===== src/rtl/stopwatch_pkg.sv =====
// -----------------------------------------------------------------------------
// stopwatch_pkg
// Shared constants for the stopwatch datapath: field widths, per-field
// rollover limits and the default clock / time-base frequencies.
// -----------------------------------------------------------------------------
package stopwatch_pkg;

    localparam int MSEC_W = 7;
    localparam int SEC_W  = 6;
    localparam int MIN_W  = 6;
    localparam int HOUR_W = 5;

    localparam logic [MSEC_W-1:0] MSEC_MAX = 7'd99;
    localparam logic [SEC_W-1:0]  SEC_MAX  = 6'd59;
    localparam logic [MIN_W-1:0]  MIN_MAX  = 6'd59;
    localparam logic [HOUR_W-1:0] HOUR_MAX = 5'd23;

    localparam int DEF_CLK_FREQ_HZ = 100_000_000;
    localparam int DEF_TICK_HZ     = 100;

endpackage


===== src/rtl/stopwatch_tick_gen.sv =====
// -----------------------------------------------------------------------------
// stopwatch_tick_gen
// Divides clk by DIV to produce the centisecond time base.
//
// Ports:
//   clk      in   system clock
//   reset    in   synchronous, active-high reset
//   i_run    in   level; 1 = count, 0 = hold (sub-tick phase is kept)
//   i_clear  in   level; 1 = zero the divider (priority over run)
//   o_tick   out  registered one-cycle pulse, high the cycle after a wrap
//   o_wrap   out  combinational strobe, high in the cycle whose closing edge
//                 wraps the divider; the digit counters advance on that edge
// -----------------------------------------------------------------------------
module stopwatch_tick_gen
    import stopwatch_pkg::*;
#(
    parameter int DIV = DEF_CLK_FREQ_HZ / DEF_TICK_HZ
) (
    input  logic clk,
    input  logic reset,
    input  logic i_run,
    input  logic i_clear,
    output logic o_tick,
    output logic o_wrap
);

    localparam int CNT_W = (DIV > 1) ? $clog2(DIV) : 1;
    localparam logic [CNT_W-1:0] LAST = CNT_W'(DIV - 1);

    logic [CNT_W-1:0] tick_cnt;

    assign o_wrap = i_run && !i_clear && (tick_cnt == LAST);

    always_ff @(posedge clk) begin
        if (reset || i_clear) begin
            tick_cnt <= '0;
            o_tick   <= 1'b0;
        end else begin
            o_tick <= o_wrap;
            // Holding (i_run=0) keeps tick_cnt so pause/resume loses no phase.
            if (i_run) begin
                tick_cnt <= o_wrap ? '0 : tick_cnt + CNT_W'(1);
            end
        end
    end

endmodule


===== src/rtl/stopwatch_dp.sv =====
// -----------------------------------------------------------------------------
// stopwatch_dp
// Stopwatch datapath: 100 Hz time base plus cascaded centisecond / second /
// minute / hour counters driven by the run/clear levels of the control FSM.
//
// Parameters:
//   CLK_FREQ_HZ  system clock frequency
//   TICK_HZ      time-base rate; CLK_FREQ_HZ/TICK_HZ must be an integer >= 2
//
// Ports:
//   clk      in   system clock (only clock)
//   reset    in   synchronous, active-high reset (priority over clear/run)
//   i_run    in   level; 1 = count, 0 = hold
//   i_clear  in   level; 1 = zero everything (priority over run)
//   i_lap    in   level; only with STOPWATCH_LAP_EN defined. Rising edge
//                 captures the time; while high the outputs show the capture
//   o_msec   out  centiseconds 0..99
//   o_sec    out  seconds 0..59
//   o_min    out  minutes 0..59
//   o_hour   out  hours 0..23
//   o_tick   out  registered one-cycle pulse per time-base tick
//
// Build option: define STOPWATCH_LAP_EN to add the lap-hold display feature.
// -----------------------------------------------------------------------------
module stopwatch_dp
    import stopwatch_pkg::*;
#(
    parameter int CLK_FREQ_HZ = DEF_CLK_FREQ_HZ,
    parameter int TICK_HZ     = DEF_TICK_HZ
) (
    input  logic              clk,
    input  logic              reset,
    input  logic              i_run,
    input  logic              i_clear,
`ifdef STOPWATCH_LAP_EN
    input  logic              i_lap,
`endif
    output logic [MSEC_W-1:0] o_msec,
    output logic [SEC_W-1:0]  o_sec,
    output logic [MIN_W-1:0]  o_min,
    output logic [HOUR_W-1:0] o_hour,
    output logic              o_tick
);

    localparam int DIV = CLK_FREQ_HZ / TICK_HZ;

    logic              adv;
    logic [MSEC_W-1:0] msec_q;
    logic [SEC_W-1:0]  sec_q;
    logic [MIN_W-1:0]  min_q;
    logic [HOUR_W-1:0] hour_q;

    stopwatch_tick_gen #(.DIV(DIV)) u_tick_gen (
        .clk     (clk),
        .reset   (reset),
        .i_run   (i_run),
        .i_clear (i_clear),
        .o_tick  (o_tick),
        .o_wrap  (adv)
    );

    // Carry chain: each field only moves when every lower field wraps, so the
    // whole time changes on the same edge that raises o_tick.
    always_ff @(posedge clk) begin
        if (reset || i_clear) begin
            msec_q <= '0;
            sec_q  <= '0;
            min_q  <= '0;
            hour_q <= '0;
        end else if (adv) begin
            if (msec_q == MSEC_MAX) begin
                msec_q <= '0;
                if (sec_q == SEC_MAX) begin
                    sec_q <= '0;
                    if (min_q == MIN_MAX) begin
                        min_q  <= '0;
                        hour_q <= (hour_q == HOUR_MAX) ? '0 : hour_q + HOUR_W'(1);
                    end else begin
                        min_q <= min_q + MIN_W'(1);
                    end
                end else begin
                    sec_q <= sec_q + SEC_W'(1);
                end
            end else begin
                msec_q <= msec_q + MSEC_W'(1);
            end
        end
    end

`ifdef STOPWATCH_LAP_EN
    // lap_active is i_lap delayed one edge: it marks the rising edge for the
    // capture and selects the frozen view from the following cycle on.
    logic              lap_active;
    logic [MSEC_W-1:0] lap_msec;
    logic [SEC_W-1:0]  lap_sec;
    logic [MIN_W-1:0]  lap_min;
    logic [HOUR_W-1:0] lap_hour;

    always_ff @(posedge clk) begin
        if (reset) begin
            lap_active <= 1'b0;
            lap_msec   <= '0;
            lap_sec    <= '0;
            lap_min    <= '0;
            lap_hour   <= '0;
        end else begin
            lap_active <= i_lap;
            if (i_clear) begin
                lap_msec <= '0;
                lap_sec  <= '0;
                lap_min  <= '0;
                lap_hour <= '0;
            end else if (i_lap && !lap_active) begin
                // Capture the value on display before this edge.
                lap_msec <= msec_q;
                lap_sec  <= sec_q;
                lap_min  <= min_q;
                lap_hour <= hour_q;
            end
        end
    end

    assign o_msec = lap_active ? lap_msec : msec_q;
    assign o_sec  = lap_active ? lap_sec  : sec_q;
    assign o_min  = lap_active ? lap_min  : min_q;
    assign o_hour = lap_active ? lap_hour : hour_q;
`else
    assign o_msec = msec_q;
    assign o_sec  = sec_q;
    assign o_min  = min_q;
    assign o_hour = hour_q;
`endif

endmodule


===== config.mk =====
export PLATFORM = sky130hd
export DESIGN_NAME = stopwatch_dp
export DESIGN_NICKNAME = d
export VERILOG_FILES = /design/src/rtl/stopwatch_pkg.sv /design/src/rtl/stopwatch_tick_gen.sv /design/src/rtl/stopwatch_dp.sv
export SDC_FILE = /design/constraint.sdc
export NUM_CORES = 1
export LEC_CHECK = 0
export BUFFER_PORTS_ARGS = -buffer_cell sky130_fd_sc_hd__buf_4
export CAP_MARGIN = 20
export CORE_ASPECT_RATIO = 1.5
export CORE_UTILIZATION = 27
export DETAILED_ROUTE_END_ITERATION = 10
export GPL_TIMING_DRIVEN = 0
export HOLD_SLACK_MARGIN = 0.08
export SKIP_CTS_REPAIR_TIMING = 1
export SYNTH_ARGS = -nofsm -noshare
export SYNTH_HDL_FRONTEND = slang
export SYNTH_HIERARCHICAL = 1
export SYNTH_SLANG_ARGS = --single-unit

===== constraint.sdc =====
create_clock -name clk -period 4.85 [get_ports clk]
set_input_delay 0.2425 -clock clk [delete_from_list [all_inputs] [get_ports clk]]
set_output_delay 0.2425 -clock clk [all_outputs]
set_load 0.05 [all_outputs]

# [Yosys cells after proc, flatten, opt, wreduce, memory -nomap -nowiden]
# Index checks and enable logic that the tools add are counted.
[word_totals] elab_cells=28 out_inout_bits=25 n_memories=0 inputBits=4 mem_bits_ro=0 ram_bits=0 latchBits=0 regBits=45
[op_classes] mux=5 mul=0 n_bitwise=0 n_shift=0 n_eq_ne=5 n_reduce_logical=7 n_div=0 add_sub_neg=5 order_cmp=0
[op_table] cell="adder 20 x 1 -> 20 bit, second input constant" count=1
[op_table] cell="== test 20 bit, second input constant" count=1
[op_table] cell="2-to-1 mux 20 bit" count=1
[op_table] cell="adder 6 x 1 -> 6 bit, second input constant" count=2
[op_table] cell="== test 6 bit, second input constant" count=2
[op_table] cell="2-to-1 mux 6 bit" count=2
[op_table] cell="adder 7 x 1 -> 7 bit, second input constant" count=1
[op_table] cell="== test 7 bit, second input constant" count=1
[op_table] cell="2-to-1 mux 7 bit" count=1
[op_table] cell="adder 5 x 1 -> 5 bit, second input constant" count=1
[op_table] cell="== test 5 bit, second input constant" count=1
[op_table] cell="2-to-1 mux 5 bit" count=1
[op_table] cell="AND reduction 4 bit" count=1
[op_table] cell="AND reduction 3 bit" count=1
[op_table] cell="logical AND 1 bit" count=2
[op_table] cell="AND reduction 2 bit" count=1
[op_table] cell="zero test 1 bit" count=1
[op_table] cell="logical OR 1 bit" count=1

# [Longest topological paths before layout]
# Gate-level depths: netlist (run 1).
[depth] depth_word=4 mapped_depth=10 depth_no_buf=8

# [Modules after synthesis]
# The synthesis (run 1) kept the hierarchy.
[modules_own_cells] mod="stopwatch_dp" instances=1 area_each_um2=1196.1 seq_area_each_um2=480.5 cells_each=136
[modules_own_cells] mod="stopwatch_tick_gen" instances=1 area_each_um2=967.2 seq_area_each_um2=420.4 cells_each=113

# [Least setup slack after synthesis (run 1)]
# OpenSTA, ideal clock, no wires.
[synth_timing] kind="reg-to-reg" from="register u_tick_gen.tick_cnt[6]" to="register hour_q[4], in the netlist o_hour[4]" period_less_slack_ps=2849 setup_ps=70 arrival_time_ps=2779 stages_incl_launch_ff=9 setup_slack_ps=2001 cell_sequence="dfxtp_1 -> or4_1 -> or4_1 -> nor2_1 -> buf_4 -> nand4bb_4 -> or3_4 -> or4_1 -> a21oi_1"
[synth_via] elab_chain_cells=3
[synth_lines] element="start: declaration" line="stopwatch_tick_gen.sv:30" source="logic [CNT_W-1:0] tick_cnt;"
[synth_lines] element="start signal: assignment" line="stopwatch_tick_gen.sv:42" source="tick_cnt <= o_wrap ? '0 : tick_cnt + CNT_W'(1);"
[synth_lines] element="== test 20 bit" line="stopwatch_tick_gen.sv:32" source="assign o_wrap = i_run && !i_clear && (tick_cnt == LAST);"
[synth_lines] element="logical AND 1 bit" line="stopwatch_tick_gen.sv:32"
[synth_lines] element="named net adv" line="stopwatch_dp.sv:47" source="logic adv;"
[synth_lines] element="AND reduction 4 bit (no line)"
[synth_lines] element="end signal: assignment" line="stopwatch_dp.sv:77" source="hour_q <= (hour_q == HOUR_MAX) ? '0 : hour_q + HOUR_W'(1);"
[synth_lines] element="end: declaration" line="stopwatch_dp.sv:51" source="logic [HOUR_W-1:0] hour_q;"
# The timed path passes the listed nets, and every way through them passes these cells.
# A chain may end at the register's enable or synchronous reset.

# [Final worst setup path (run 1)]
[layout_timing] from="register u_tick_gen.tick_cnt[6]" to="register min_q[3], in the netlist o_min[3]"
[layout_via] elab_chain_cells=3
[layout_lines] element="== test 20 bit" line="stopwatch_tick_gen.sv:32"
[layout_lines] element="logical AND 1 bit" line="stopwatch_tick_gen.sv:32"
[layout_lines] element="named net adv" line="stopwatch_dp.sv:47"
[layout_lines] element="AND reduction 3 bit (no line)"
[layout_lines] element="end signal: assignment" line="stopwatch_dp.sv:79" source="min_q <= min_q + MIN_W'(1);"
[layout_lines] element="end: declaration" line="stopwatch_dp.sv:50" source="logic [MIN_W-1:0] min_q;"
# The timed path passes the listed nets, and every way through them passes these cells.

==> results.ini, run 1 <==
[synth]
synth-seq-area-share = 0.4164
ys.flop_type = dfxtp_1
synthArstFlopShare = 0
synth.distinct_cells = 46
synth_largest_area_cell = dfxtp_1
syn-cell-area_sq_mm = 0.002163
synth-seq-cells = 45
synth_top_area_frac = 0.4164
synth-edff-count = 0
synth_warnings = 6
post_synth_inst_count = 249
yosys-top-cells-area = dfxtp_1, nor2_1, a21oi_1
syn_nets = 258
synth.avg_cell_area_sq_um = 8.688

[power]
swShare = 0.1976
seqPwrFrac = 0.502
irDropWorstVdd_v = 0.0001243
p_switching_mw = 0.1461
power_density_mw_per_mm2 = 278.0
p_int_mw = 0.5931
p_leak_nw = 0.8994
p_clk_frac = 0.478
p_comb_frac = 0.020

[place]
place.gp.congestion = 0.7450
hpwl_microns = 3408
portBuffers = 28
placed_area_sq_mm = 0.002501

[route]
vias = 1920
drtIter0Drc = 61
drc = 0
viasPerCell = 4.961
wirelength_microns = 4604
wire_per_inst_microns = 11.90
drtPass1Iterations = 4
antenna_left = 0

[worst_setup_path]
path_common_cell = or4_1
cp-startpoint = u_tick_gen/tick_cnt[6]
cp_slowest_stage_delay_ns = 0.57
path_max_fanout = 10
end_kind = flip-flop
crit_arrival_ns = 3.22
r2r_start = u_tick_gen/tick_cnt[6]
cp_data_required_time_ns = 5.07
worstSetupStartpointType = flip-flop
critical_path.cell_chain = or4_1, or4_1, nor2_1, buf_4, nand4bb_4, or3_4, buf_2, or4_1, o21ai_0
reg2regPathDepth = 9
worst-setup-path-type = reg -> reg
crit_slowest_cell = or4_1

[floorplan]
start_util = 0.2806
rows = 39
ios = 29
core-area_sq_mm = 0.007710
dieArea_sq_mm = 0.008382
die_w_microns = 75.09
die_h_microns = 111.6

[grt]
grt_overflow_total = 0
grt_max_degree = 14
antenna_found_initial = 0
grt_pass1_wl_microns = 8148
grt_pass1_vias = 1823
track_usage = 0.1239

[finish]
nNetsFinal = 293
diodes = 0
finalInstanceArea_sq_mm = 0.002659
layout_common_cells = dfxtp_1, nor2_1, buf_4, nand2_1, a21oi_1
layout.cells.most_common = dfxtp_1
area_growth_pct = 22.90
drive_gt1_frac = 0.1825
nFillCells = 856

[clock_network]
cts_tree = done
clock-root-buffer = clkbuf_16
htreeDepth = 2
insertion_delay_ns = 0.29
numCtsBuffers = 5
clock_sinks = 45
cts_buffer_depth = 2
cts.clk_slew.worst_paths_ns = 0.06

[run_status]
status = finished, final reports clean

[timing]
finalClockSkew_ns = 0.005547
hold_violations = 0
min_period_ns = 2.997
rsz0062_at_grt = false
finalSetupTns_ns = 0
relSlewSlack = 0.5929
min_period_over_period = 0.6180
fmax_mhz = 333.6
finalSetupViolCount = 0
slew_violations = 0
worst_slew_pin_slew_ns = 0.6060

[run]
maxCapViolCount = 0

[min_path]
min_path_cells = 2
min_path_type = in -> reg
hp-start = reset

## logic make-up after synthesis
| logic type | count (synthesis) | share of synthesized area |
|---|---|---|
| simple gates | 114 | 0.3037 |
| compound gates | 46 | 0.1261 |
| xor+xnor | 19 | 0.07692 |
| buf+inv | 17 | 0.03412 |
| mux | 3 | 0.01388 |
| fa+ha+maj | 5 | 0.02892 |
| flops | 45 | 0.4164 |
## flip-flops by register name (all words and copies together), names as in the netlist
name,flops
o_msec,7
o_sec,6
o_hour,5
o_min,6
u_tick_gen/o_tick,1
u_tick_gen/tick_cnt,20
## area by class of cell
| cell class | instances | area, sq um | area share |
|---|---|---|---|
| repair buffers | 28 | 210.2 | 0.07906 |
| clock buffers | 7 | 152.6 | 0.05741 |
| inverters | 8 | 30.03 | 0.01129 |
| well taps | 102 | 127.6 | 0.04800 |
| flip-flops and latches | 45 | 900.9 | 0.3388 |
| multi-input cells | 187 | 1189 | 0.4471 |
| plain buffers | 9 | 43.79 | 0.01647 |
| clock inverters | 1 | 5.005 | 0.001882 |
## synth_stat cells, types with 2 or more instances
master,instances
buf_2,5
nor2_1,30
a21oi_1,19
nor4_1,3
or4_1,11
and3_1,3
and2_1,2
o21ai_0,12
ha_1,5
dfxtp_1,45
xor2_1,10
o31ai_1,7
xnor2_1,9
nand4b_1,3
nand3_1,10
or3_1,6
nor3_1,4
mux2i_1,3
inv_1,8
nand2_1,22
clkbuf_1,3
nand4_1,5
## final timing paths
kind / end / slack [ns]
worst max-delay path: o_min[3] / 1.85
worst min register to register: u_tick_gen/tick_cnt[19] / 0.48
worst max register to register: o_min[3] / 1.85
worst min-delay path: u_tick_gen/o_tick / 0.16
## critical path: cells and delay by family, from the launching register on
kind            cells  cell delay [ns]
buf+inv             2             0.35
simple gates        6             2.17
compound gates      1             0.08
flops               1             0.34
## per-layer routing
metal | global-route usage | vias up | wire, microns
met5 | 0 | - | 0
met2 | 0.2102 | 25 | 2361
met1 | 0.1450 | 914 | 2003
met3 | 0.02624 | 7 | 149
met4 | 0.05535 | 0 | 90
li1 | - | 974 | -
## per-stage QoR
step	std cells	setup slack (ns)	power, mW	util	hold WS [ns]
3_5_place_dp	379	1.822	0.3942	0.3244	0.4518
6_report	387	1.853	0.7391	0.3449	0.1568
5_1_grt	387	1.623	0.7725	0.3449	0.1524
2_1_floorplan	249	2.001	0.3872	-	0.3206
4_1_cts	387	1.815	0.7523	0.3449	0.1496
3_3_place_gp	379	1.826	0.3940	0.3244	0.4564
## power groups by stage
stage | sequential, mW | combinational, mW | clock (mW)
after floorplan | 0.379 | 0.00834 | 0
after global placement | 0.379 | 0.0150 | 0
after detailed placement | 0.379 | 0.0151 | 0
after CTS | 0.371 | 0.0152 | 0.366
after global routing | 0.370 | 0.0166 | 0.385
final | 0.371 | 0.0148 | 0.353
(Power assumes the default switching activity.)
==> run 2, diff against run 1 <==
--- a/config.mk
+++ b/config.mk
@@ -5,6 +5,7 @@
 export SDC_FILE = /design/constraint.sdc
 export NUM_CORES = 1
 export LEC_CHECK = 0
+export ABC_AREA = 1
 export BUFFER_PORTS_ARGS = -buffer_cell sky130_fd_sc_hd__buf_4
 export CAP_MARGIN = 20
 export CORE_ASPECT_RATIO = 1.5
==> constraint.sdc (replaced) <==
create_clock -name clk -period 2.45 [get_ports clk]
set_input_delay 0.1225 -clock clk [delete_from_list [all_inputs] [get_ports clk]]
set_output_delay 0.1225 -clock clk [all_outputs]
set_load 0.05 [all_outputs]
==> run 2 against run 1 <==
  * Sequential cell count unchanged
  * Clock power increased by 88%
  * Largest power group unchanged
  * Synthesized cell count rose by 56%
==> results.ini, run 2 <==
[run_status]
status = finished, final reports clean

[finish]
largest-register = u_tick_gen/tick_cnt
largest_reg_flops = 20
final_cells = 535
diodes = 0
nFillCells = 1000
drive_gt1_frac = 0.1459
layout.cells.most_common = nand2_1
nNetsFinal = 433
layout_common_cells = nand2_1, nor2_1, inv_1, dfxtp_1, nand3_1
finalInstanceArea_sq_mm = 0.003013
area_growth_pct = 19.44

[power]
p_leak_nw = 1.188
power_density_mw_per_mm2 = 475.4
irDropWorstVdd_v = 0.0003020

[place]
place.gp.congestion = 0.8582
dp_cells = 527
dp_slack_ns = 0.2904
placed_area_sq_mm = 0.002870
hpwl_microns = 4854
portBuffers = 28

[synth]
synth-seq-cells = 45
synth_warnings = 6
yosysMostFrequentCell = nand2_1
synth.distinct_cells = 27
ys.flop_type = dfxtp_1
post_synth_inst_count = 389
synth_top_area_frac = 0.3571
synthArstFlopShare = 0
synth.avg_cell_area_sq_um = 6.484
synth_common_cells = nand2_1, nor2_1, inv_1
syn-cell-area_sq_mm = 0.002522
synth_largest_area_cell = dfxtp_1
yosys-top-cells-area = dfxtp_1, nand2_1, nor2_1
synth-seq-area-share = 0.3571
synth-edff-count = 0
syn_nets = 398

[grt]
antenna_found_initial = 0
grt_pass1_wl_microns = 10340
grt_max_degree = 15
grt_pass1_vias = 2341
grt_overflow_total = 0
track_usage = 0.1364

[route]
antenna_left = 0
drtPass1Iterations = 4
viasPerCell = 4.667
drc = 0
wire_per_inst_microns = 11.46
drtIter0Drc = 90
vias = 2497
wirelength_microns = 6132

[timing]
rsz0062_at_grt = false
slew_violations = 0
finalClockSkew_ns = 0.004627
setup_ws_ns = 0.3012
finalSetupViolCount = 0
relSlewSlack = 0.6677
min_period_ns = 2.149
min_period_over_period = 0.8771
fmax_mhz = 465.4
hold_violations = 0
worst_slew_pin_slew_ns = 0.4984
finalSetupTns_ns = 0

[worst_setup_path]
worstSetupStartpointType = flip-flop
path_max_fanout = 6
worst-setup-path-type = reg -> reg
end_kind = flip-flop
cp_data_required_time_ns = 2.63
crit_arrival_ns = 2.33

[clock_network]
clock-root-buffer = clkbuf_16
cts.clk_slew.worst_paths_ns = 0.06
cts_buffer_depth = 2
insertion_delay_ns = 0.28
htreeDepth = 2
clock_sinks = 45
cts_tree = done
numCtsBuffers = 5

[floorplan]
core-area_sq_mm = 0.008934
die_h_microns = 120.4
ios = 29
dieArea_sq_mm = 0.009741
rows = 42
start_util = 0.2824
die_w_microns = 80.92

[run]
maxCapViolCount = 0

[min_path]
min_path_type = in -> reg

## run 2: cell count changes after synthesis, sizes merged, moves of 4 or more
cell / before / now
o31ai: 7 / 0
inv: 8 / 48
a21oi: 20 / 10
nand3: 11 / 42
nor2: 30 / 85
nand2: 22 / 104
or4: 12 / 0
xor2: 10 / 5
nor3: 4 / 8
o21bai: 0 / 8
xnor2: 9 / 3
or3: 7 / 0
nand4b: 4 / 0
## run 2: final timing paths
kind / start / endpoint / cells past startpoint / slack [ns]
max reg2reg: u_tick_gen/tick_cnt[1] / o_min[5] / 14 / 0.30
min reg2reg: u_tick_gen/tick_cnt[0] / u_tick_gen/tick_cnt[0] / 2 / 0.49
min: reset / u_tick_gen/tick_cnt[15] / 4 / 0.13
max: u_tick_gen/tick_cnt[1] / o_min[5] / 14 / 0.30
## run 2: logic make-up after synthesis
family	after synthesis	share of synthesized area
buffers and inverters	55	0.08829
xor gates and xnor gates	8	0.02778
adders and majority gates	5	0.02480
muxes	1	0.003968
and+or+nand+nor	246	0.4306
DFF	45	0.3571
AOI/OAI and AO/OA	29	0.06746
## run 2: critical path, stage by stage (launching register included)
cell	delay [ns]
dfxtp_1	0.36
ha_1	0.22
nand3_1	0.13
nor2_1	0.18
nand3_1	0.13
inv_1	0.12
nand2_1	0.08
clkinv_1	0.07
nand2_1	0.08
nor2_4	0.13
nand2_1	0.16
nand2_2	0.20
inv_1	0.08
nand2_1	0.06
o21ai_1	0.05
## run 2: area by class of cell
| class | instances | area (sq um) | share of cell area |
|---|---|---|---|
| Buffer | 4 | 31.28 | 0.01038 |
| Inverter | 51 | 191.4 | 0.06354 |
| Tap cell | 110 | 137.6 | 0.04568 |
| Multi-Input combinational cell | 289 | 1399 | 0.4643 |
| Timing Repair Buffer | 28 | 210.2 | 0.06977 |
| Sequential cell | 45 | 900.9 | 0.2990 |
| Clock inverter | 3 | 17.52 | 0.005814 |
| Clock buffer | 5 | 125.1 | 0.04153 |
## run 2: stage by stage
stage                     hold WS (ns)    util  total power [mW]
final                           0.1296  0.3373             1.432
after global routing            0.1528  0.3373             1.492
after CTS                       0.1214  0.3373             1.462
after detailed placement        0.4243  0.3213            0.7868
after global placement          0.4221  0.3213            0.7870
after floorplan                 0.3116       -            0.7725
## run 2: per-layer routing
metal | global-route usage | up-vias | wire, microns | share of wire
met5 | 0 | - | 0 | 0
met4 | 0.05469 | 0 | 129 | 0.021
met3 | 0.02415 | 11 | 274 | 0.045
met2 | 0.2589 | 56 | 3219 | 0.52
met1 | 0.1418 | 1134 | 2508 | 0.41
li1 | - | 1296 | - | -
## run 2: power by group
part / switching (mW) / total (mW) / internal [mW] / leakage (nW)
sequential: 0.000815 / 0.733 / 0.732 / 0.362
combinational: 0.0257 / 0.0364 / 0.0107 / 0.756
clock: 0.289 / 0.663 / 0.374 / 0.0696
total: 0.315 / 1.43 / 1.12 / 1.19
==> run 3, diff against run 2 <==
--- a/config.mk
+++ b/config.mk
@@ -13,8 +13,10 @@
 export DETAILED_ROUTE_END_ITERATION = 10
 export GPL_TIMING_DRIVEN = 0
 export HOLD_SLACK_MARGIN = 0.08
+export MAX_ROUTING_LAYER = met4
 export SKIP_CTS_REPAIR_TIMING = 1
 export SYNTH_ARGS = -nofsm -noshare
 export SYNTH_HDL_FRONTEND = slang
 export SYNTH_HIERARCHICAL = 1
 export SYNTH_SLANG_ARGS = --single-unit
+export TNS_END_PERCENT = 20
==> run 3 against run 2 <==
  * Register-to-register slack hardly changed
  * First-iteration DRC count is 7.8% lower
  * Fmax is 0.21% higher
  * Core utilization is 0.32 points higher
  * Worst setup slack better by 0.0045 ns
  * Clock-buffer cell count stayed put
  * Sequential power hardly changed
  * Non-clock buffer count stayed put
==> results.ini, run 3 (synthesized netlist as in run 2, its figures left out) <==
[run_status]
status = finished, final reports clean

[route]
wirelength_microns = 6004
drtIter0Drc = 83
wire_per_inst_microns = 11.22
viasPerCell = 4.636
drc = 0
drtPass1Iterations = 4
antenna_left = 0
vias = 2480

[worst_setup_path]
crit_slowest_cell = dfxtp_1
r2r_start = u_tick_gen/tick_cnt[1]
path_max_fanout = 6
worstSetupStartpointType = flip-flop
end_kind = flip-flop
cp_data_required_time_ns = 2.63
cp_slowest_stage_delay_ns = 0.36
r2r_slack_ns = 0.31
path_common_cell = nand2_1
cp-startpoint = u_tick_gen/tick_cnt[1]
crit_arrival_ns = 2.32
worst-setup-path-type = reg -> reg
critical_path.cell_chain = ha_1, nand3_1, nor2_1, nand3_1, inv_1, nand2_1, clkinv_1, nand2_1, nor2_4, nand2_1, nand2_2, inv_1, nand2_1, o21ai_1

[grt]
grt_max_degree = 16
grt_pass1_wl_microns = 10070
track_usage = 0.1364
antenna_found_initial = 0
grt.busiest_layer = met2
grt_overflow_total = 0
use_met3 = 0.02491
grt_pass1_vias = 2325
grt_use_met1 = 0.1424
grt_use_met2 = 0.2316

[finish]
finalInstanceArea_sq_mm = 0.003042
nNetsFinal = 433
area_growth_pct = 20.59
drive_gt1_frac = 0.1459
layout.cells.most_common = nand2_1
multiInputGateArea_sq_mm = 0.001399
layout_common_cells = nand2_1, nor2_1, inv_1, dfxtp_1, nand3_1
nFillCells = 1001
diodes = 0
seq_area_sq_um = 900.9
postLayoutCoreUtil = 0.3405
largest-register = u_tick_gen/tick_cnt
largest_reg_flops = 20
final_cells = 535

[clock_network]
clock-root-buffer = clkbuf_16
cts.clk_slew.worst_paths_ns = 0.07
cts_tree = done
cts_buffer_depth = 2
numCtsBuffers = 5
htreeDepth = 2
insertion_delay_ns = 0.29
clock_sinks = 45

[power]
p_comb_frac = 0.024
irDropWorstVdd_v = 0.0002533
power_mw = 1.554
swShare = 0.2113
p_clk_frac = 0.505
seqPwrFrac = 0.471
power_density_mw_per_mm2 = 511.1
p_switching_mw = 0.3285
p_int_mw = 1.226
p_leak_nw = 1.199

[timing]
finalSetupTns_ns = 0
hold_ws_ns = 0.1305
worst_slew_pin_slew_ns = 0.4799
finalSetupViolCount = 0
slew_violations = 0
hold_violations = 0
rsz0062_at_grt = false
setup_ws_ns = 0.3057
finalClockSkew_ns = 0.005369
min_period_ns = 2.144
min_period_over_period = 0.8752
relSlewSlack = 0.6801
fmax_mhz = 466.3

[place]
portBuffers = 28
placed_area_sq_mm = 0.002870
dp_slack_ns = 0.3070
place.gp.congestion = 0.8728
hpwl_microns = 4692
dp_cells = 527

[run]
maxCapViolCount = 0

[floorplan]
rows = 42
core-area_sq_mm = 0.008934
ios = 29
start_util = 0.2824
die_h_microns = 120.4
die_w_microns = 80.92
dieArea_sq_mm = 0.009741

[min_path]
min_path_type = in -> reg
hp-start = reset

-- run 3: path summary, 6_finish.rpt --
check / to / cells past startpoint
worst min register to register: u_tick_gen/tick_cnt[0] / 2
worst max register to register: o_min[5] / 14
worst min-delay path: u_tick_gen/tick_cnt[15] / 4
worst max-delay path: o_min[5] / 14
-- run 3: routing by layer --
metal / wire length, microns / part of all wire
met2: 2962 / 0.49
met3: 234 / 0.039
met1: 2545 / 0.42
met4: 261 / 0.043
met5: 0 / 0
-- run 3: final cells by class --
class / count / area share
multi-input cells: 289 / 0.4599
flip-flops and latches: 45 / 0.2962
repair buffers: 28 / 0.06911
inverters: 51 / 0.06294
well taps: 110 / 0.04525
clock buffers: 5 / 0.04114
clock inverters: 3 / 0.01522
plain buffers: 4 / 0.01028
-- run 3: worst max-delay path: cells and delay by family, from the launching register on --
| family | cells | cell delay, ns |
|---|---|---|
| compound gates | 1 | 0.05 |
| fa+ha+maj | 1 | 0.22 |
| buf+inv | 3 | 0.29 |
| flops | 1 | 0.36 |
| simple gates | 9 | 1.12 |
-- run 3: power by group through the flow --
stage | Clock, mW | Combinational (mW) | Sequential [mW]
6_report | 0.785 | 0.0366 | 0.733
5_1_grt | 0.831 | 0.0409 | 0.733
4_1_cts | 0.806 | 0.0372 | 0.733
3_5_place_dp | 0 | 0.0372 | 0.750
3_3_place_gp | 0 | 0.0372 | 0.750
2_1_floorplan | 0 | 0.0230 | 0.750
